--- src/rtl/adder_pkg.sv ---
// adder_pkg: shared constants, accumulator state type and width helper
package adder_pkg;

  localparam int SUM_W = 5;

  typedef enum logic {
    ACCUM = 1'b0,
    HOLD  = 1'b1
  } acc_state_t;

  // Widest frame total is max_cnt * (2^sum_w - 1), which always fits here
  function automatic int acc_w(input int sum_w, input int max_cnt);
    return sum_w + $clog2(max_cnt);
  endfunction

endpackage

--- src/rtl/acc_out_reg.sv ---
// acc_out_reg: one-entry output holding register with valid/ready handshake
module acc_out_reg #(
  parameter int TOTAL_W = 8,
  parameter int COUNT_W = 4
) (
  input  logic               clk,
  input  logic               rst_n,
  input  logic               clr,
  input  logic               load,
  input  logic [TOTAL_W-1:0] load_total,
  input  logic [COUNT_W-1:0] load_count,
  input  logic               out_ready,
  output logic               out_valid,
  output logic [TOTAL_W-1:0] out_total,
  output logic [COUNT_W-1:0] out_count
);

  // Capture a closed frame and hold it until downstream takes it; clear drops it
  always_ff @(posedge clk or negedge rst_n) begin
    if (!rst_n) begin
      out_valid <= 1'b0;
      out_total <= '0;
      out_count <= '0;
    end else if (clr) begin
      out_valid <= 1'b0;
      out_total <= '0;
      out_count <= '0;
    end else if (load) begin
      out_valid <= 1'b1;
      out_total <= load_total;
      out_count <= load_count;
    end else if (out_ready) begin
      out_valid <= 1'b0;
    end
  end

endmodule

--- src/rtl/sum_accumulator.sv ---
// sum_accumulator: accumulates adder sums into per-frame totals over valid/ready
module sum_accumulator #(
  parameter int SUM_W   = adder_pkg::SUM_W,
  parameter int MAX_CNT = 8,
  parameter int CNT_W   = $clog2(MAX_CNT) + 1,
  parameter int ACC_W   = adder_pkg::acc_w(SUM_W, MAX_CNT)
) (
  input  logic             clk,
  input  logic             rst_n,
  input  logic             clr,
  input  logic [SUM_W-1:0] in_sum,
  input  logic             in_valid,
  input  logic             in_last,
  output logic             in_ready,
  output logic [ACC_W-1:0] out_total,
  output logic [CNT_W-1:0] out_count,
  output logic             out_valid,
  input  logic             out_ready
);

  import adder_pkg::*;

  if (ACC_W < SUM_W + $clog2(MAX_CNT) || MAX_CNT < 2 || (MAX_CNT & (MAX_CNT - 1)) != 0) begin : g_bad_params
    $error("sum_accumulator: ACC_W too narrow or MAX_CNT not a power of two >= 2");
  end

  acc_state_t       state, state_nxt;
  logic [ACC_W-1:0] acc, acc_sum;
  logic [CNT_W-1:0] cnt, cnt_inc;
  logic             accept, closing;

  // in_ready comes straight off the state flop, so it carries no input path
  assign in_ready = state == ACCUM;
  assign accept   = in_valid && in_ready && !clr;
  assign acc_sum  = acc + ACC_W'(in_sum);
  assign cnt_inc  = cnt + CNT_W'(1);
  assign closing  = accept && (cnt_inc == CNT_W'(MAX_CNT) || in_last);

  // State register
  always_ff @(posedge clk or negedge rst_n) begin
    if (!rst_n) state <= ACCUM;
    else        state <= state_nxt;
  end

  // Next state: abort wins, a closing accept enters HOLD, the output handshake leaves it
  always_comb begin
    state_nxt = state;
    state_nxt = clr                        ? ACCUM :
                closing                    ? HOLD  :
                (state == HOLD && out_ready) ? ACCUM : state;
  end

  // Running total and sample count, restarted at every frame boundary or abort
  always_ff @(posedge clk or negedge rst_n) begin
    if (!rst_n) begin
      acc <= '0;
      cnt <= '0;
    end else if (clr || closing) begin
      acc <= '0;
      cnt <= '0;
    end else if (accept) begin
      acc <= acc_sum;
      cnt <= cnt_inc;
    end
  end

  acc_out_reg #(
    .TOTAL_W(ACC_W),
    .COUNT_W(CNT_W)
  ) u_out (
    .clk       (clk),
    .rst_n     (rst_n),
    .clr       (clr),
    .load      (closing),
    .load_total(acc_sum),
    .load_count(cnt_inc),
    .out_ready (out_ready),
    .out_valid (out_valid),
    .out_total (out_total),
    .out_count (out_count)
  );

endmodule

--- config.mk ---
export PLATFORM = sky130hd
export DESIGN_NAME = sum_accumulator
export DESIGN_NICKNAME = d
export VERILOG_FILES = /design/src/rtl/adder_pkg.sv /design/src/rtl/acc_out_reg.sv /design/src/rtl/sum_accumulator.sv
export SDC_FILE = /design/constraint.sdc
export NUM_CORES = 1
export LEC_CHECK = 0
export CAP_MARGIN = 20
export CORE_UTILIZATION = 51
export CTS_CLUSTER_DIAMETER = 80
export CTS_CLUSTER_SIZE = 40
export DETAILED_ROUTE_END_ITERATION = 7
export HOLD_SLACK_MARGIN = 0.06
export PLACE_DENSITY = 0.85
export SYNTH_ARGS = -nofsm -noshare
export SYNTH_HDL_FRONTEND = slang
export SYNTH_HIERARCHICAL = 1
export SYNTH_SLANG_ARGS = --single-unit
--- constraint.sdc ---
create_clock -name clk -period 2.3 [get_ports clk]
set_input_delay 0.46 -clock clk [delete_from_list [all_inputs] [get_ports clk]]
set_output_delay 0.46 -clock clk [all_outputs]
set_load 0.05 [all_outputs]
==> results_dict.tcl <==
set metrics [dict create \
    run_status "completed" \
    die-area_um2 2880 \
    first_global_vias 1061 \
    post_synth_fa_ha_maj_area_fraction_pct 6.99 \
    tritoncts "built" \
    post_route_antenna_net_violation_count 0 \
    mappedNetlistArea_um2 1360 \
    slowest_delay_ns 0.82 \
    post_cts_setup_repair_bufs 0 \
    max_freq_ghz 0.475 \
    dp_cells 186 \
    finalCriticalPeriod_ns 2.10 \
    detail_route.wirelength_um 2750 \
    detailedPlace.worstSlack_ns -0.111 \
    antenna_found_initial 0 \
    worstPathCellList "inv_1 > clkdlybuf4s50_1" \
    sort_of_element_at_the_end_of_the_critical_path "output pin" \
    drt_first_pass_iters 4 \
    gp_congestion 0.855 \
    drv_slew 0 \
    yosys.area_share.simple_pct 11.2 \
    clock_skew_ns 0.00176 \
    cts_inserted_buffers 3 \
    max_slew.worst_pin.slew_ns 0.995 \
    synth_area_per_cell_um2 10.9 \
    postSynthRegisterBits 26 \
    cts_max_path_buffers 2 \
    viasPerCell 5.43 \
    grt_first_pass_wirelength_um 4500 \
    synth_compound_area_share_pct 14.6 \
    max_slew_margin_pct 33.6 \
    ir_drop_v 0.000459 \
    core_um2 2500 \
    global_route.usage.total_pct 21.7 \
    post_cts.resized_instances 0 \
    critPathMaxFanout 4 \
    critical_path.slowest_cell "clkdlybuf4s50_1" \
    drt-initial-drc-count 12 \
    boundaryPins 25 \
    total_number_of_vias 1032 \
    crit_path_start_kind "register" \
    initial_utilization_pct 54.5 \
    die_h_um 53.7 \
    cts-hold-fix-buffers 0 \
    synth-warning-count 6 \
    cts.clk_slew.worst_paths_ns 0.14 \
    fin_setup_tns_ns 0 \
    grt-ovfl-total 0 \
    cts.sinks 26 \
    largest_family_of_logic_cells_by_synthesized_area "compound AO/OA/AOI/OAI gates" \
    cts-root-buf "clkbuf_4" \
    std_cell_rows 18 \
    setup_ws_ns 0.197 \
    drc_violation_count_after_routing 0 \
    final-hold-violation-count 0 \
    dieWidth_um 53.7 \
    worst_path_arrival_ns 1.64 \
    crit_type "reg2out" \
    synth_nets 143 \
    synth-xor-area-share_pct 5.15 \
    grt_start_max_net_pins 27 \
    cts_max_level 1 \
    port_buffers 24 \
    p_leak_uw 0.000793 \
    synth.mux.area_fraction_pct 8.82 \
    rsz_0062_raised_after_global_routing "no" \
    clk-insertion-delay-late_ns 0.32 \
    yosys.cell_types.count 31 \
    antennaDiodeCount 0 \
    synth_seq_area_share_pct 47.8 \
    min_period_over_period_pct 91.4 \
    instances_no_fill 190 \
    critical_path_required_ns 1.84 \
    finalSetupViolCount 0 \
    layout_overhead_on_the_synthesized_area_pct 26.2 \
    routedWlPerCell_um 14.5 \
    worstHoldPathType "in2async" \
    layout-drive-gt1-share_pct 11.9 \
    layout.nets 179 \
    post_synth_inst_count 125 \
    power_per_cell_area_nw_per_um2 514 \
    max_cap_violations 0 \
    dpl.hpwl_um 2070 \
]
## sequential cells by signal, indices dropped and copies added, names as in the netlist
register,cells
acc,8
cnt,4
state,1
u_out/out_count,4
u_out/out_total,8
u_out/out_valid,1
## worst max-delay path, delay by kind of cell, from the launching register on
family | cells | cell delay, ns
DFF | 1 | 0.40
buffers and inverters | 2 | 0.93
## cells in the mapped netlist, drive strengths merged
library cell	count	area [um^2]
a211oi	1	7.51
a21bo	1	10.0
a21o	2	15.0
a21oi	7	38.8
a22o	8	70.1
a41oi	1	8.76
buf	3	36.3
clkbuf	1	3.75
dfrtp	26	651
fa	1	20.0
ha	6	75.1
inv	9	33.8
mux2i	12	120
nand2	8	30.0
nand2b	1	6.26
nand3	2	10.0
nand3b	2	15.0
nor2	15	56.3
nor3	1	10.0
o211ai	1	12.5
o21ai	4	20.0
o21bai	1	7.51
o32ai	1	8.76
or3	2	17.5
or4	1	7.51
xnor2	6	52.6
xor2	2	17.5
## metrics by stage
| step | total power (uW) | hold WS [ns] | cell area, um^2 | utilization (%) |
|---|---|---|---|---|
| floorplan | 584 | 0.164 | 1360 | - |
| CTS | 889 | 0.489 | 1720 | 68.7 |
| global placement | 650 | 0.495 | 1680 | 67.3 |
| global route | 924 | 0.507 | 1720 | 68.7 |
| finish | 883 | 0.480 | 1720 | 68.7 |
| detailed placement | 657 | 0.501 | 1680 | 67.3 |
## final cells by class
class / count / area, um^2
clock buffers: 4 / 36.3
fillers: 187 / 782
inverters: 9 / 33.8
multi-input cells: 86 / 637
flip-flops and latches: 26 / 651
well taps: 30 / 37.5
repair buffers: 35 / 323
## cells by family (layout without fill, tap and decap cells)
logic type / Yosys count / count (layout)
and+or+nand+nor: 32 / 32
AOI/OAI and AO/OA: 27 / 27
DFF: 26 / 26
buffers and inverters: 13 / 48
muxes: 12 / 12
xor gates and xnor gates: 8 / 8
adders and majority gates: 7 / 7
## worst paths after layout
| check | cells after the start | endpoint | startpoint | slack [ns] |
|---|---|---|---|---|
| min in group clk | 1 | acc[4]$_DFFE_PN0P_ | acc[4]$_DFFE_PN0P_ | 0.54 |
| worst max register to register | 7 | acc[7]$_DFFE_PN0P_ | acc[1]$_DFFE_PN0P_ | 0.44 |
| worst min-delay path | 2 | acc[3]$_DFFE_PN0P_ | rst_n | 0.48 |
| max in group asynchronous | 2 | acc[1]$_DFFE_PN0P_ | rst_n | 1.57 |
| worst min register to register | 1 | acc[4]$_DFFE_PN0P_ | acc[4]$_DFFE_PN0P_ | 0.54 |
| worst max-delay path | 2 | in_ready | state$_DFFE_PN0P_ | 0.20 |
## routing by layer
layer | GRT usage [%] | up-vias | share of wire, %
met5 | 0 | - | 0
met4 | 6.58 | 0 | 0
met3 | 2.82 | 0 | 3.1
met2 | 40.7 | 14 | 50
met1 | 25.3 | 512 | 47
li1 | - | 506 | -
## power breakdown
group | switching (uW) | total (uW) | internal, uW
combinational | 93.2 | 167 | 73.9
sequential | 9.58 | 480 | 470
clock | 140 | 236 | 96.8
total | 242 | 883 | 641
## layout by cell type, fill, tap and decap left out, types with 2 or more instances in the layout
master and instances:
nand3_1 2, clkbuf_4 3, a21oi_1 6, nand3b_1 2
nor2_1 15, clkdlybuf4s50_1 24, dfrtp_1 26, inv_1 9
mux2i_1 12, nand2_1 8, buf_4 11, xnor2_1 6
a21o_1 2, ha_1 6, o21ai_0 4, a22o_1 8
xor2_1 2
(Power assumes the default switching activity.)
==> variant 1, RTL diff (same settings) <==
Set the package constant `SUM_W` to 6 (it was 5).
--- a/src/rtl/adder_pkg.sv
+++ b/src/rtl/adder_pkg.sv
@@ -3,3 +3,3 @@
 
-  localparam int SUM_W = 5;
+  localparam int SUM_W = 6;
 
Ports: changed (resized in_sum and out_total); port bits go from 25 to 27. The function was not compared with the original's and may differ.
==> variant 1 against the original RTL <==
  * Die area is 9.8% higher
  * Global-route usage is 0.77 points lower
  * Area after synthesis is 10% higher
  * Highest routed layer is now met4
  * Clock skew is 0.011 ns higher
  * Routed wire length is 7.0% higher
  * Sequential cell count is 2 higher
  * Register-to-register slack worse by 0.15 ns
  * Combinational power is 16% higher
  * Total power is 6.9% higher
  * Hold slack better by 0.0013 ns
  * Worst setup slack worse by 0.059 ns
  * Final area is 8.1% higher
  * Non-clock buffer count stayed put
  * Largest power group unchanged
==> variant 1: results (changes against the original RTL) <==
grt:
  grt_max_degree: 29  # +7.4%
  met2_usage_pct: 37.59  # -3.2 points
  met1_usage_pct: 26.57  # +1.3 points
  grt_usage_pct: 20.97  # -0.77 points
  use_met3_pct: 3.256  # +0.43 points
  grt_pass1_wl_um: 5181  # +15%
synthesis:
  synth-seq-area-share_pct: 46.71  # -1.1 points
  synthXorXnorAreaFrac_pct: 5.254  # +0.11 points
  yosys.area_share.adder_pct: 7.173  # +0.19 points
  synth_compound_area_share_pct: 16.10  # +1.5 points
  synth.area.top_cells: "dfrtp_1, mux2i_1, ha_1, a22o_2, nor2_1"
  synth.area.mux_share_pct: 10.09  # +1.3 points
  synth_nets: 147  # +2.8%
  synth_cell_type_count: 34  # +9.7%
  synth_common_cells: "dfrtp_1, nor2_1, mux2i_1"
sta:
  skew_ns: 0.01325  # +0.01149 ns
  whs_ns: 0.4811  # +0.001271 ns
  worst_slew_pin_slew_ns: 0.5118  # -0.4837 ns
setup_path:
  cpPeakStageDelay_ns: 0.40  # -0.42 ns
  crit_start: "in_sum[0]"
  crit_arrival_ns: 2.39  # +0.75 ns
  timing.rr.end: "u_out/out_total[8]"
  crit_fanout: 3  # -1
  r2r-start: "acc[0]"
  crit_family: "adder cells"
  r2r_cells: 8  # +1
  ff2ff_setup_slack_ns: 0.29  # -0.15 ns
routing:
  vias: 1080  # +4.7%
  top_layer: "met4"
  drt-initial-drc-count: 17  # +5
  wl_met2_um: 1511  # +9.7%
  met1_length_um: 1257  # -2.6%
  drt_wl_total_um: 2948  # +7.0%
  wl_met3_um: 147  # +73%
pwr:
  p_sw_mw: 0.2573  # +6.2%
  leakagePower_nw: 0.8481  # +7.0%
  clock_power_share_pct: 24.8  # -2.0 points
  peakVddDrop_mv: 0.3502  # -24%
  comb_power_mw: 0.193  # +16%
clock_tree:
  clk_latency_ns: 0.33
placement:
  portBuffers: 26  # +8.3%
  dpl.hpwl_um: 2105  # +1.7%
  gp_congestion: 0.8747  # +2.3%
finish:
  final_nets: 182  # +1.7%
  antenna_cells: 0  # unchanged
  reg.largest.list: "acc (9), u_out/out_total (9)"
  drive_gt1_share_pct: 19.25  # +7.4 points
outcome:
  status: "completed"
-- variant 1: worst max-delay path by stage --
stage | endpoint | slack (ns)
floorplan | u_out/out_total[8] | 0.30
global route | u_out/out_total[8] | 0.02
finish | u_out/out_total[8] | 0.14
detailed placement | u_out/out_total[8] | -0.20
global placement | u_out/out_total[8] | -0.13
CTS | u_out/out_total[8] | 0.15
-- variant 1: area by class of cell --
cell class	count	area (µm²)
Clock buffer	4	36.28
Fill cell	231	924.6
Inverter	4	15.01
Multi-Input combinational cell	90	738.2
Sequential cell	28	700.7
Tap cell	31	38.79
Timing Repair Buffer	35	327.8
-- variant 1: metrics by stage --
step                      utilization (%)  cell area (µm²)  total power, mW  worst slack [ns]  instances
after floorplan                         -             1500           0.6449            0.3037        127
after global routing                66.76             1857           0.9871           0.02183        192
final                               66.76             1857           0.9446            0.1376        192
after detailed placement            65.18             1813           0.7179           -0.2010        187
after CTS                           66.49             1849           0.9490            0.1479        191
after global placement              65.18             1813           0.7125           -0.1302        187
==> variant 2, RTL diff (same flow settings) <==
Made on the original files. Register the output `out_count`, with the module's reset; this adds one clock of latency there. The other outputs are not delayed to match.
--- a/src/rtl/sum_accumulator.sv
+++ b/src/rtl/sum_accumulator.sv
@@ -21,2 +21,4 @@
   import adder_pkg::*;
+
+  logic [CNT_W-1:0] out_count_d;
 
@@ -79,4 +81,12 @@
     .out_total (out_total),
-    .out_count (out_count)
+    .out_count (out_count_d)
   );
+
+  always_ff @(posedge clk or negedge rst_n) begin
+    if (!rst_n) begin
+      out_count <= '0;
+    end else begin
+      out_count <= out_count_d;
+    end
+  end
 
Function: changed (Yosys sat finds a counterexample within 4 cycles, from zero or initial values and one cycle with rst_n low).
==> variant 2 against the original RTL <==
  * Clock power is 72% higher
  * Final area is 7.3% higher
  * Routed wire length is 5.2% lower
  * Area after synthesis is 7.4% higher
  * Register-to-register slack worse by 0.03 ns
  * Total power is 27% higher
  * Hold slack worse by 0.096 ns
  * Synthesized cell count is 3.2% higher
  * Sequential share of layout area is 2.9 points higher
  * Sequential cell count is 4 higher
  * First-iteration DRC count grew to 2.5 times the old value
  * Die area is 7.1% higher
  * Worst setup slack better by 0.014 ns
==> variant 2: results (changes against the original RTL) <==
outcome:
  status: "completed"
setup_path:
  r2r_cells: 8  # +1
  cpPeakStageDelay_ns: 0.47  # -0.35 ns
  crit_fanout: 3  # -1
  ff2ff_setup_slack_ns: 0.41  # -0.03 ns
  timing.rr.end: "u_out/out_total[7]"
  crit_arrival_ns: 2.35  # +0.71 ns
grt:
  use_met3_pct: 7.260  # +4.4 points
  grt_usage_pct: 20.07  # -1.7 points
  grt_pass1_wl_um: 4629  # +2.9%
  grt_pass1_vias: 1051  # -0.94%
  grt_max_degree: 31  # +15%
  met2_usage_pct: 32.01  # -8.7 points
routing:
  top_layer: "met4"
  drt_wl_total_um: 2612  # -5.2%
  wl_met3_um: 113  # +33%
  vias_per_cell: 5.391  # -0.75%
  drt-initial-drc-count: 30  # +18
synthesis:
  synth.area.mux_share_pct: 8.219  # -0.60 points
  synth_common_cells: "dfrtp_1, nor2_1, mux2i_1"
  yosys.area_share.adder_pct: 6.507  # -0.48 points
  synthXorXnorAreaFrac_pct: 4.795  # -0.35 points
  synth_compound_area_share_pct: 13.61  # -1.0 points
  synth.area.top_cells: "dfrtp_1, mux2i_1, ha_1, a22o_1, nor2_1"
finish:
  fillers: 209  # +12%
  seq_area_um2: 750.7  # +15%
  final_nets: 183  # +2.2%
sta:
  worst_slew_pin_slew_ns: 0.9123  # -0.08316 ns
  whs_ns: 0.3843  # -0.09553 ns
clock_tree:
  cts_made_buffers: 5  # +2
  clk_pin_slew_ns: 0.10  # -0.04 ns
  htree_levels: 2  # +1
placement:
  gp_congestion: 0.9070  # +6.1%
  place_area_um2: 1768  # +5.1%
  dpl.hpwl_um: 1893  # -8.5%
pwr:
  leakagePower_nw: 0.8563  # +8.0%
  peakVddDrop_mv: 0.6919  # +51%
  p_int_mw: 0.8433  # +32%
hold_path:
  hold_class: "flip-flop to flip-flop"
[variant 2: cell type report]
cell class                      instances  share of cell area, %
Sequential cell                        30                  40.73
Multi-Input combinational cell         86                  34.56
Inverter                                9                  1.833
Clock buffer                            7                  2.444
Tap cell                               31                  2.105
Clock inverter                          1                  1.629
Timing Repair Buffer                   33                  16.70
[variant 2: power by group through the flow]
stage	Clock [mW]	Sequential, mW	Combinational, mW
finish	0.407	0.551	0.164
global route	0.443	0.553	0.181
floorplan	0	0.579	0.0780
global placement	0	0.560	0.161
CTS	0.421	0.551	0.166
detailed placement	0	0.561	0.165
[variant 2: through the flow]
step | total power [mW] | setup TNS [ns] | worst slack, ns | cells
after floorplan | 0.6574 | 0 | 0.4352 | 129
after global placement | 0.7216 | -0.1959 | -0.08645 | 189
after detailed placement | 0.7262 | -0.4540 | -0.1208 | 189
after CTS | 1.138 | 0 | 0.1955 | 197
after global routing | 1.177 | 0 | 0.1038 | 197
final | 1.123 | 0 | 0.2110 | 197
[variant 2: worst max-delay path, delay by kind of cell]
family                     cells  cell delay (ns)
buffers and inverters          3             0.60
adders and majority gates      2             0.59
AOI/OAI and AO/OA              2             0.27
xor gates and xnor gates       1             0.24
muxes                          1             0.11
and+or+nand+nor                1             0.09
[variant 2: worst max path at each step]
stage	endpoint	slack, ns	cells past startpoint
floorplan	u_out/out_total[7]	0.44	8
finish	u_out/out_total[6]	0.21	10
global route	u_out/out_total[6]	0.10	10
global placement	u_out/out_total[6]	-0.09	10
detailed placement	u_out/out_total[6]	-0.12	10
CTS	in_ready	0.20	2
[variant 2: kinds of logic after synthesis]
kind of cell / Yosys count
AO/OA/AOI/OAI: 27
flip-flops: 30
multiplexers: 12
buffers and inverters: 13
AND/OR/NAND/NOR: 32
XOR/XNOR: 8
adder cells (fa/ha/maj): 7
